==> src/rtl/present_byte_io_pkg.sv <==
// Shared types and sizes for the PRESENT-80 byte-stream wrapper.
package present_byte_io_pkg;

  typedef enum logic [1:0] {
    ST_COLLECT = 2'd0,
    ST_LAUNCH  = 2'd1,
    ST_WAIT    = 2'd2,
    ST_DRAIN   = 2'd3
  } io_state_t;

  localparam int BLK_BYTES = 8;
  localparam int KEY_BYTES = 10;
  localparam int CNT_W     = 4;

  localparam logic [CNT_W-1:0] BLK_N  = CNT_W'(BLK_BYTES);
  localparam logic [CNT_W-1:0] KEY_N  = CNT_W'(KEY_BYTES);
  localparam logic [CNT_W-1:0] OUT_LAST = CNT_W'(BLK_BYTES - 1);

endpackage

==> src/rtl/present_byte_shifter.sv <==
// Byte-wide shift register with parallel load; MSB byte leaves first.
module present_byte_shifter #(
  parameter int WIDTH = 64
) (
  input  logic             clk,
  input  logic             n_reset,
  input  logic             shift_en,
  input  logic [7:0]       din,
  input  logic             load_en,
  input  logic [WIDTH-1:0] load_data,
  output logic [WIDTH-1:0] q
);

  always_ff @(posedge clk or negedge n_reset) begin
    if (!n_reset) begin
      q <= '0;
    end else if (load_en) begin
      q <= load_data;
    end else if (shift_en) begin
      q <= {q[WIDTH-9:0], din};
    end
  end

endmodule

==> src/rtl/present_byte_io.sv <==
// Byte-stream loader/unloader around the round-based PRESENT-80 core.
module present_byte_io
  import present_byte_io_pkg::*;
#(
  parameter int TIMEOUT_CYCLES = 64
) (
  input  logic        clk,
  input  logic        n_reset,
  input  logic        in_valid,
  input  logic [7:0]  in_data,
  input  logic        in_key_sel,
  output logic        in_ready,
  output logic        out_valid,
  output logic [7:0]  out_data,
  input  logic        out_ready,
  output logic [63:0] core_plaintext,
  output logic [79:0] core_key,
  output logic        core_n_reset,
  input  logic [63:0] core_ciphertext,
  input  logic        core_done,
  output logic        busy,
  output logic        error
);

  localparam int TW = $clog2(TIMEOUT_CYCLES + 1);
  localparam logic [TW-1:0] T_LAST = TW'(TIMEOUT_CYCLES - 1);

  io_state_t        state_q;
  io_state_t        state_n;
  logic [CNT_W-1:0] pt_cnt_q;
  logic [CNT_W-1:0] key_cnt_q;
  logic [CNT_W-1:0] out_cnt_q;
  logic [TW-1:0]    timer_q;
  logic             core_n_reset_q;
  logic             error_q;

  logic [63:0] pt_q;
  logic [79:0] key_q;
  logic [63:0] ct_q;

  logic key_full;
  logic pt_room;
  logic go;
  logic acc;
  logic key_shift;
  logic pt_shift;
  logic in_wait;
  logic capture;
  logic timeout;
  logic out_hs;
  logic last_out;

  assign key_full  = (key_cnt_q == KEY_N);
  assign pt_room   = (pt_cnt_q < BLK_N);
  assign go        = (state_q == ST_COLLECT)
                   & (pt_cnt_q == BLK_N) & key_full;

  // No byte is taken in the cycle that commits to a launch.
  assign in_ready  = n_reset & (state_q == ST_COLLECT) & ~go
                   & (in_key_sel | pt_room);
  assign acc       = in_valid & in_ready;
  assign key_shift = acc & in_key_sel;
  assign pt_shift  = acc & ~in_key_sel;

  assign in_wait   = (state_q == ST_WAIT);
  assign capture   = in_wait & core_done;
  assign timeout   = in_wait & ~core_done & (timer_q == T_LAST);

  assign out_valid = (state_q == ST_DRAIN);
  assign out_hs    = out_valid & out_ready;
  assign last_out  = out_hs & (out_cnt_q == OUT_LAST);
  assign out_data  = out_valid ? ct_q[63:56] : 8'h00;

  assign busy           = (state_q != ST_COLLECT);
  assign error          = error_q;
  assign core_n_reset   = core_n_reset_q;
  assign core_plaintext = pt_q;
  assign core_key       = key_q;

  always_comb begin
    state_n = state_q;
    unique case (state_q)
      ST_COLLECT: if (go) state_n = ST_LAUNCH;
      ST_LAUNCH:  state_n = ST_WAIT;
      ST_WAIT: begin
        if (core_done)    state_n = ST_DRAIN;
        else if (timeout) state_n = ST_COLLECT;
      end
      ST_DRAIN:   if (last_out) state_n = ST_COLLECT;
    endcase
  end

  always_ff @(posedge clk or negedge n_reset) begin
    if (!n_reset) begin
      state_q        <= ST_COLLECT;
      pt_cnt_q       <= '0;
      key_cnt_q      <= '0;
      out_cnt_q      <= '0;
      timer_q        <= '0;
      core_n_reset_q <= 1'b0;
      error_q        <= 1'b0;
    end else begin
      state_q        <= state_n;
      // Core reset is low exactly while the FSM sits in LAUNCH.
      core_n_reset_q <= (state_n != ST_LAUNCH);
      timer_q        <= in_wait ? timer_q + 1'b1 : '0;
      if (timeout)
        error_q <= 1'b1;
      if (timeout || last_out)
        pt_cnt_q <= '0;
      else if (pt_shift)
        pt_cnt_q <= pt_cnt_q + 1'b1;
      if (key_shift && !key_full)
        key_cnt_q <= key_cnt_q + 1'b1;
      if (last_out)
        out_cnt_q <= '0;
      else if (out_hs)
        out_cnt_q <= out_cnt_q + 1'b1;
    end
  end

  present_byte_shifter #(.WIDTH(80)) u_key (
    .clk       (clk),
    .n_reset   (n_reset),
    .shift_en  (key_shift),
    .din       (in_data),
    .load_en   (1'b0),
    .load_data ('0),
    .q         (key_q)
  );

  present_byte_shifter #(.WIDTH(64)) u_pt (
    .clk       (clk),
    .n_reset   (n_reset),
    .shift_en  (pt_shift),
    .din       (in_data),
    .load_en   (1'b0),
    .load_data ('0),
    .q         (pt_q)
  );

  present_byte_shifter #(.WIDTH(64)) u_ct (
    .clk       (clk),
    .n_reset   (n_reset),
    .shift_en  (out_hs),
    .din       (8'h00),
    .load_en   (capture),
    .load_data (core_ciphertext),
    .q         (ct_q)
  );

endmodule
==> config.mk <==
export PLATFORM = sky130hd
export DESIGN_NAME = present_byte_io
export DESIGN_NICKNAME = d
export VERILOG_FILES = /design/src/rtl/present_byte_io_pkg.sv /design/src/rtl/present_byte_shifter.sv /design/src/rtl/present_byte_io.sv
export SDC_FILE = /design/constraint.sdc
export NUM_CORES = 1
export LEC_CHECK = 0
export BUFFER_PORTS_ARGS = -buffer_cell sky130_fd_sc_hd__buf_2
export CORE_AREA = 2 2 180 182
export CTS_CLUSTER_DIAMETER = 100
export DETAILED_ROUTE_END_ITERATION = 10
export DIE_AREA = 0 0 182 184
export GPL_ROUTABILITY_DRIVEN = 0
export PLACE_DENSITY_LB_ADDON = 0.08
export REMOVE_ABC_BUFFERS = 1
export SLEW_MARGIN = 20
export SYNTH_ARGS = -nofsm -noshare
export SYNTH_HDL_FRONTEND = slang
export SYNTH_HIERARCHICAL = 1
export SYNTH_SLANG_ARGS = --single-unit
==> constraint.sdc <==
create_clock -name clk -period 2.4 [get_ports clk]
set_clock_uncertainty 0.05 [all_clocks]
set_input_delay 0.48 -clock clk [delete_from_list [all_inputs] [get_ports clk]]
set_output_delay 0.48 -clock clk [all_outputs]
set_load 0.01 [all_outputs]
; ---- Yosys cells after proc, flatten, opt, wreduce, memory -nomap -nowiden
; Cells that the tools add are included.
[totals]
reg_bits = 231
wordCells = 61
out_inout_bits = 157
inputBits = 78
[op_classes]
mux = 13
magnitude_cmp = 1
bitwise_logic = 17
n_eq_ne = 8
n_reduce_logical = 8
addsub = 4
[ops]
columns = operator, count
row1 = $mux W64, 2
row2 = $mux W4, 4
row3 = $and A1 B1 Y1, 13
row4 = $add A4 B1 Y4 const B, 3
row5 = $eq A4 B4 Y1 const B, 2
row6 = $mux W2, 4
row7 = $mux W8, 1
row8 = $pmux W2 S4, 1
row9 = $reduce_bool A2 Y1, 4
row10 = $add A7 B1 Y7 const B, 1
row11 = $eq A7 B6 Y1 const B, 1
row12 = $mux W7, 1
row13 = $eq A2 B2 Y1 const B, 2
row14 = $eq A4 B3 Y1 const B, 1
row15 = $lt A4 B4 Y1 const B, 1
row16 = $not A1 Y1, 3
row17 = $eq A2 B1 Y1 const B, 1
row18 = $logic_not A2 Y1, 1
row19 = $ne A2 B1 Y1 const B, 1
row20 = $logic_and A1 B1 Y1, 1
row21 = $logic_not A1 Y1, 1
row22 = $logic_or A1 B1 Y1, 1
row23 = $or A1 B1 Y1, 1

; ---- Longest topological paths before layout
[logic_depth]
ltp_word = 10
depth_mapped = 9
ltp_nobuf = 7

; ---- Cells and area by module
; Netlist, hierarchy kept.
[modules_own_cells]
columns = mod, cells_per_inst, area_per_inst_um2, instances, seq_area_each_um2
row1 = present_byte_shifter at u_ct ..., 277, 2969.1, 2, 1601.5
row2 = present_byte_shifter at u_key, 346, 3783.6, 1, 2001.9
row3 = present_byte_io, 124, 1206.2, 1, 575.6

; ---- Worst setup path after synthesis
; OpenSTA, ideal clock, no wires.
[synth_timing]
path_kind = reg-to-reg
from = register state_q[1]
to = register u_key.q[57]
t_arrival_ns = 1.912
required_ns = 2.231
setup_slack_ns = 0.319
period_less_slack_ns = 2.081
path_stages_with_launch = 8
n_path_buf = 2
setup_ns = 0.119
cell_sequence = dfrtp_1 > or2_4 > or4_4 > and3_1 > buf_6 > buf_8 > mux2i_1 > o21ai_2
[synth_between]
elab_chain_len = 8
elab_cells_between_ends = 9
cone_classes = bitwise: 8 / reduce/logical: 1
[synth_lines]
columns = item, line
row1 = "start, declared", present_byte_io.sv:28  ; io_state_t state_q;
row2 = "start signal, assigned", present_byte_io.sv:103  ; state_q <= state_n;
row3 = $logic_not A2 Y1 (*), "present_byte_io.sv:55, present_byte_io.sv:59"
row4 = $and A1 B1 Y1 (2 in series), present_byte_io.sv:56  ; & (pt_cnt_q == BLK_N) & key_full;
row5 = $not A1 Y1, present_byte_io.sv:59  ; assign in_ready = n_reset & (state_q == ST_COLLECT) & ~go
row6 = $and A1 B1 Y1 (*), present_byte_io.sv:59
row7 = $and A1 B1 Y1 (*), present_byte_io.sv:60  ; & (in_key_sel | pt_room);
row8 = $and A1 B1 Y1 (*), present_byte_io.sv:61  ; assign acc = in_valid & in_ready;
row9 = $and A1 B1 Y1 (*), present_byte_io.sv:62  ; assign key_shift = acc & in_key_sel;
row10 = via key_shift, present_byte_io.sv:45  ; logic key_shift;
row11 = "end signal, assigned", present_byte_shifter.sv:18  ; q <= load_data;
row12 = "end signal, assigned", present_byte_shifter.sv:20  ; q <= {q[WIDTH-9:0], din};
row13 = "end, declared", present_byte_shifter.sv:11  ; output logic [WIDTH-1:0] q
; The timed path passes the listed nets; every way through them passes the cells marked *.
; A chain may end at the register's enable or synchronous reset.

; ---- Worst setup path in the final report
[layout_timing]
from = register pt_cnt_q[1]
to = output in_ready
[layout_between]
elab_chain_len = 6
elab_cells_between_ends = 8
cone_classes = order compare: 1 / eq/ne: 1 / bitwise: 6
[layout_lines]
columns = item, line
row1 = "start, declared", present_byte_io.sv:30  ; logic [CNT_W-1:0] pt_cnt_q;
row2 = "start signal, assigned", present_byte_io.sv:112  ; pt_cnt_q <= pt_cnt_q + 1'b1;
row3 = $eq A4 B4 Y1, present_byte_io.sv:56
row4 = $and A1 B1 Y1 (2 in series), present_byte_io.sv:56
row5 = $not A1 Y1, present_byte_io.sv:59
row6 = $and A1 B1 Y1, present_byte_io.sv:59
row7 = $and A1 B1 Y1 (*), present_byte_io.sv:60
row8 = "end, declared", present_byte_io.sv:12  ; output logic in_ready,
; Mark *: on every way between the ends. The rest lies on a longest branch, timed or not.

==> reports/results.ini <==
[timing]
slew_headroom=0.3362
period_minus_slack_ns=2.513
hold_ws_ns=0.1015
rsz0062_at_grt=true
tightest_slew_ns=0.9957
max_freq_mhz=398.0
fin_crit_sh=1.047
finalMaxSlewViolations=0
final-setup-viol-count=1
final.setup.worst_slack_ns=-0.1125
final_hold_viol_count=0

[routing]
dr.pass1.iters=5
drtIter0Drc=403
via_per_inst=4.424
num_vias=8060
wl_per_cell_um=14.53
drc=0
ant_nets=0
drt_wl_total_mm=26.48

[setup_path]
start_kind=flip-flop
crit_required_ns=1.87
cp_slowest_cell=or4_4
worstPathArrival_ns=1.98
cp-end-kind=primary output
cp_max_fo=2
critPathKind=flip-flop to primary output
max_stage_delay_ns=0.51
crit_path_cell_trace=inv_2, ha_4, nand2_2, or4_4, and3_4, buf_6

[yosys]
syn-cell-area_sq_um=10930
synthFlopType=dfrtp_1
ys_ff_latch=231
yosysSeqAreaShare=0.5290
synth_area_per_cell_sq_um=10.67
synth-edff-count=0
synth_warnings=6
post_synth_num_cell_types=38
synthArstFlopShare=1.000
synth_cells=1024

[run_status]
status=finished, violations left
violations=negative setup slack

[place]
place_ws_ns=0.1336
numPortBuffers=234
post-dp-hpwl_mm=17.28
place_inst=1763

[floorplanning]
chipHeight_um=184
die_w_um=182
dieArea_sq_um=33490
initial_core_util=0.3481
rows=65
io_pins=235
core_area_sq_um=31390

[clock_network]
path_clk_slew_ns=0.06
max-clock-path-buffers=3
h-tree-depth=1
insertion_delay_ns=0.54
cts_root_buffer=clkbuf_16
cts-buffers-inserted=28
clock-sinks=231
tritoncts=yes

[global_routing]
grt_overflow=0
grt_max_degree=171
antenna_found_initial=2
grt_pass1_vias=8025
grt.total_usage=0.1580
grt_pass1_wl_mm=43.30

[worst_hold_path]
worst_hold_path_type=primary input to flip-flop

[finish]
stdcell_count=1822
nFillCells=3096
drive_above_1_share=0.2326
area_delta_synth_final_pct=27.14
fin_nets=1483

[power]
power_density_nw_per_um2=899.4
vdd_drop_max_v=0.0005324
p_leak_nw=6.102

[flow_run]
drv_cap=0

-- per-layer routing --
metal	track usage	vias up	share of wire
li1	-	4136	-
met5	0	-	0.00049
met3	0.03288	33	0.052
met2	0.2548	182	0.45
met4	0.03645	2	0.021
met1	0.2187	3707	0.47
-- worst paths after layout --
check,startpoint,endpoint,slack (ns),depth (start not counted)
max,pt_cnt_q[1]$_DFFE_PN0P_,in_ready,-0.11,6
min,core_ciphertext[61],u_ct/q[61]$_DFFE_PN0P_,0.10,3
max reg2reg,pt_cnt_q[1]$_DFFE_PN0P_,u_key/q[19]$_DFFE_PN0P_,0.14,9
min reg2reg,timer_q[0]$_DFF_PN0_,timer_q[0]$_DFF_PN0_,0.41,1
max in group asynchronous,n_reset,u_ct/q[6]$_DFFE_PN0P_,0.32,4
min in group asynchronous,n_reset,pt_cnt_q[3]$_DFFE_PN0P_,0.38,2
-- cells by family (layout without fill, tap and decap cells) --
group                    count (synthesis)  after routing  share of synthesized area
AO/OA/AOI/OAI                          227            227                     0.1117
adder cells (fa/ha/maj)                  6              6                   0.006870
XOR/XNOR                                 6              6                   0.004810
multiplexers                           210            210                     0.1925
other                                    1            162                  0.0003432
flip-flops                             231            231                     0.5290
AND/OR/NAND/NOR                        264            264                     0.1010
buffers and inverters                   79            314                    0.05381
-- flip-flops by register name, indices dropped and copies added (netlist names) --
register / cells
core_n_reset: 1
error: 1
key_cnt_q: 4
out_cnt_q: 4
pt_cnt_q: 4
state_q: 2
timer_q: 7
u_ct/q: 64
u_key/q: 80
u_pt/q: 64
-- cell usage in the layout, fill, tap and decap left out, types with 3 or more instances in the layout --
cell type	instances
dfrtp_1	231
o21ai_1	182
clkbuf_16	29
buf_4	14
xor2_1	3
o21ai_2	18
buf_12	7
a21oi_1	5
nor3_1	4
conb_1	161
a211oi_1	3
and3_1	10
inv_1	5
nand2_1	217
and3_4	3
nor2_1	5
mux2i_1	209
o21ai_0	15
xnor2_1	3
ha_1	4
clkbuf_1	9
buf_2	232
nand3_1	9
clkbuf_8	7
-- cell usage after synthesis, drive strengths merged, types with 5 or more instances --
| library cell | count | area (sq um) |
|---|---|---|
| nand3 | 9 | 45.04 |
| dfrtp | 231 | 5781 |
| inv | 8 | 30.03 |
| ha | 6 | 75.07 |
| clkbuf | 26 | 97.59 |
| mux2i | 209 | 2092 |
| nand2 | 218 | 818.3 |
| and3 | 13 | 81.33 |
| nor2 | 5 | 18.77 |
| nor3 | 5 | 25.02 |
| o21ai | 215 | 1144 |
| buf | 45 | 460.4 |
| a21oi | 5 | 25.02 |
-- worst max-delay path, delay by kind of cell (launching register included) --
| family | cells | cell delay (ns) |
|---|---|---|
| and+or+nand+nor | 3 | 0.72 |
| DFF | 1 | 0.40 |
| buffers and inverters | 2 | 0.20 |
| adders and majority gates | 1 | 0.13 |
-- stage by stage --
stage	setup TNS [ns]	power, mW	area [sq um]	util
floorplan	-535.92	7.281	10970	-
global placement	0	8.208	12860	0.4098
detailed placement	0	8.263	12860	0.4098
CTS	-0.1308	12.66	13860	0.4415
global route	-0.1768	13.36	13890	0.4426
finish	-0.1125	12.50	13890	0.4426
-- cell type report --
cell class,count,area (sq um),share of cell area
antenna,1,2.502,0.0001801
clock buffer,45,855.8,0.06160
clock inverter,5,80.08,0.005764
inverter,8,31.28,0.002251
multi-input combinational,874,5197,0.3741
sequential,231,5781,0.4161
tap,402,503.0,0.03620
timing repair buffer,256,1443,0.1038
-- timing repair --
action	CTS	global route
resized for setup	4	4
pin swaps	3	2
setup buffers	5	2
endpoints found under the hold margin	61	0
setup endpoints to repair	1	1
hold buffers	1	0
-- where the power goes --
part / total (mW) / switching (mW) / internal (mW)
logic: 2.95 / 1.60 / 1.35
clock network: 4.27 / 1.64 / 2.63
registers: 5.27 / 0.510 / 4.76
total: 12.5 / 3.75 / 8.74
Note: power is estimated with default switching activity, not from simulation.
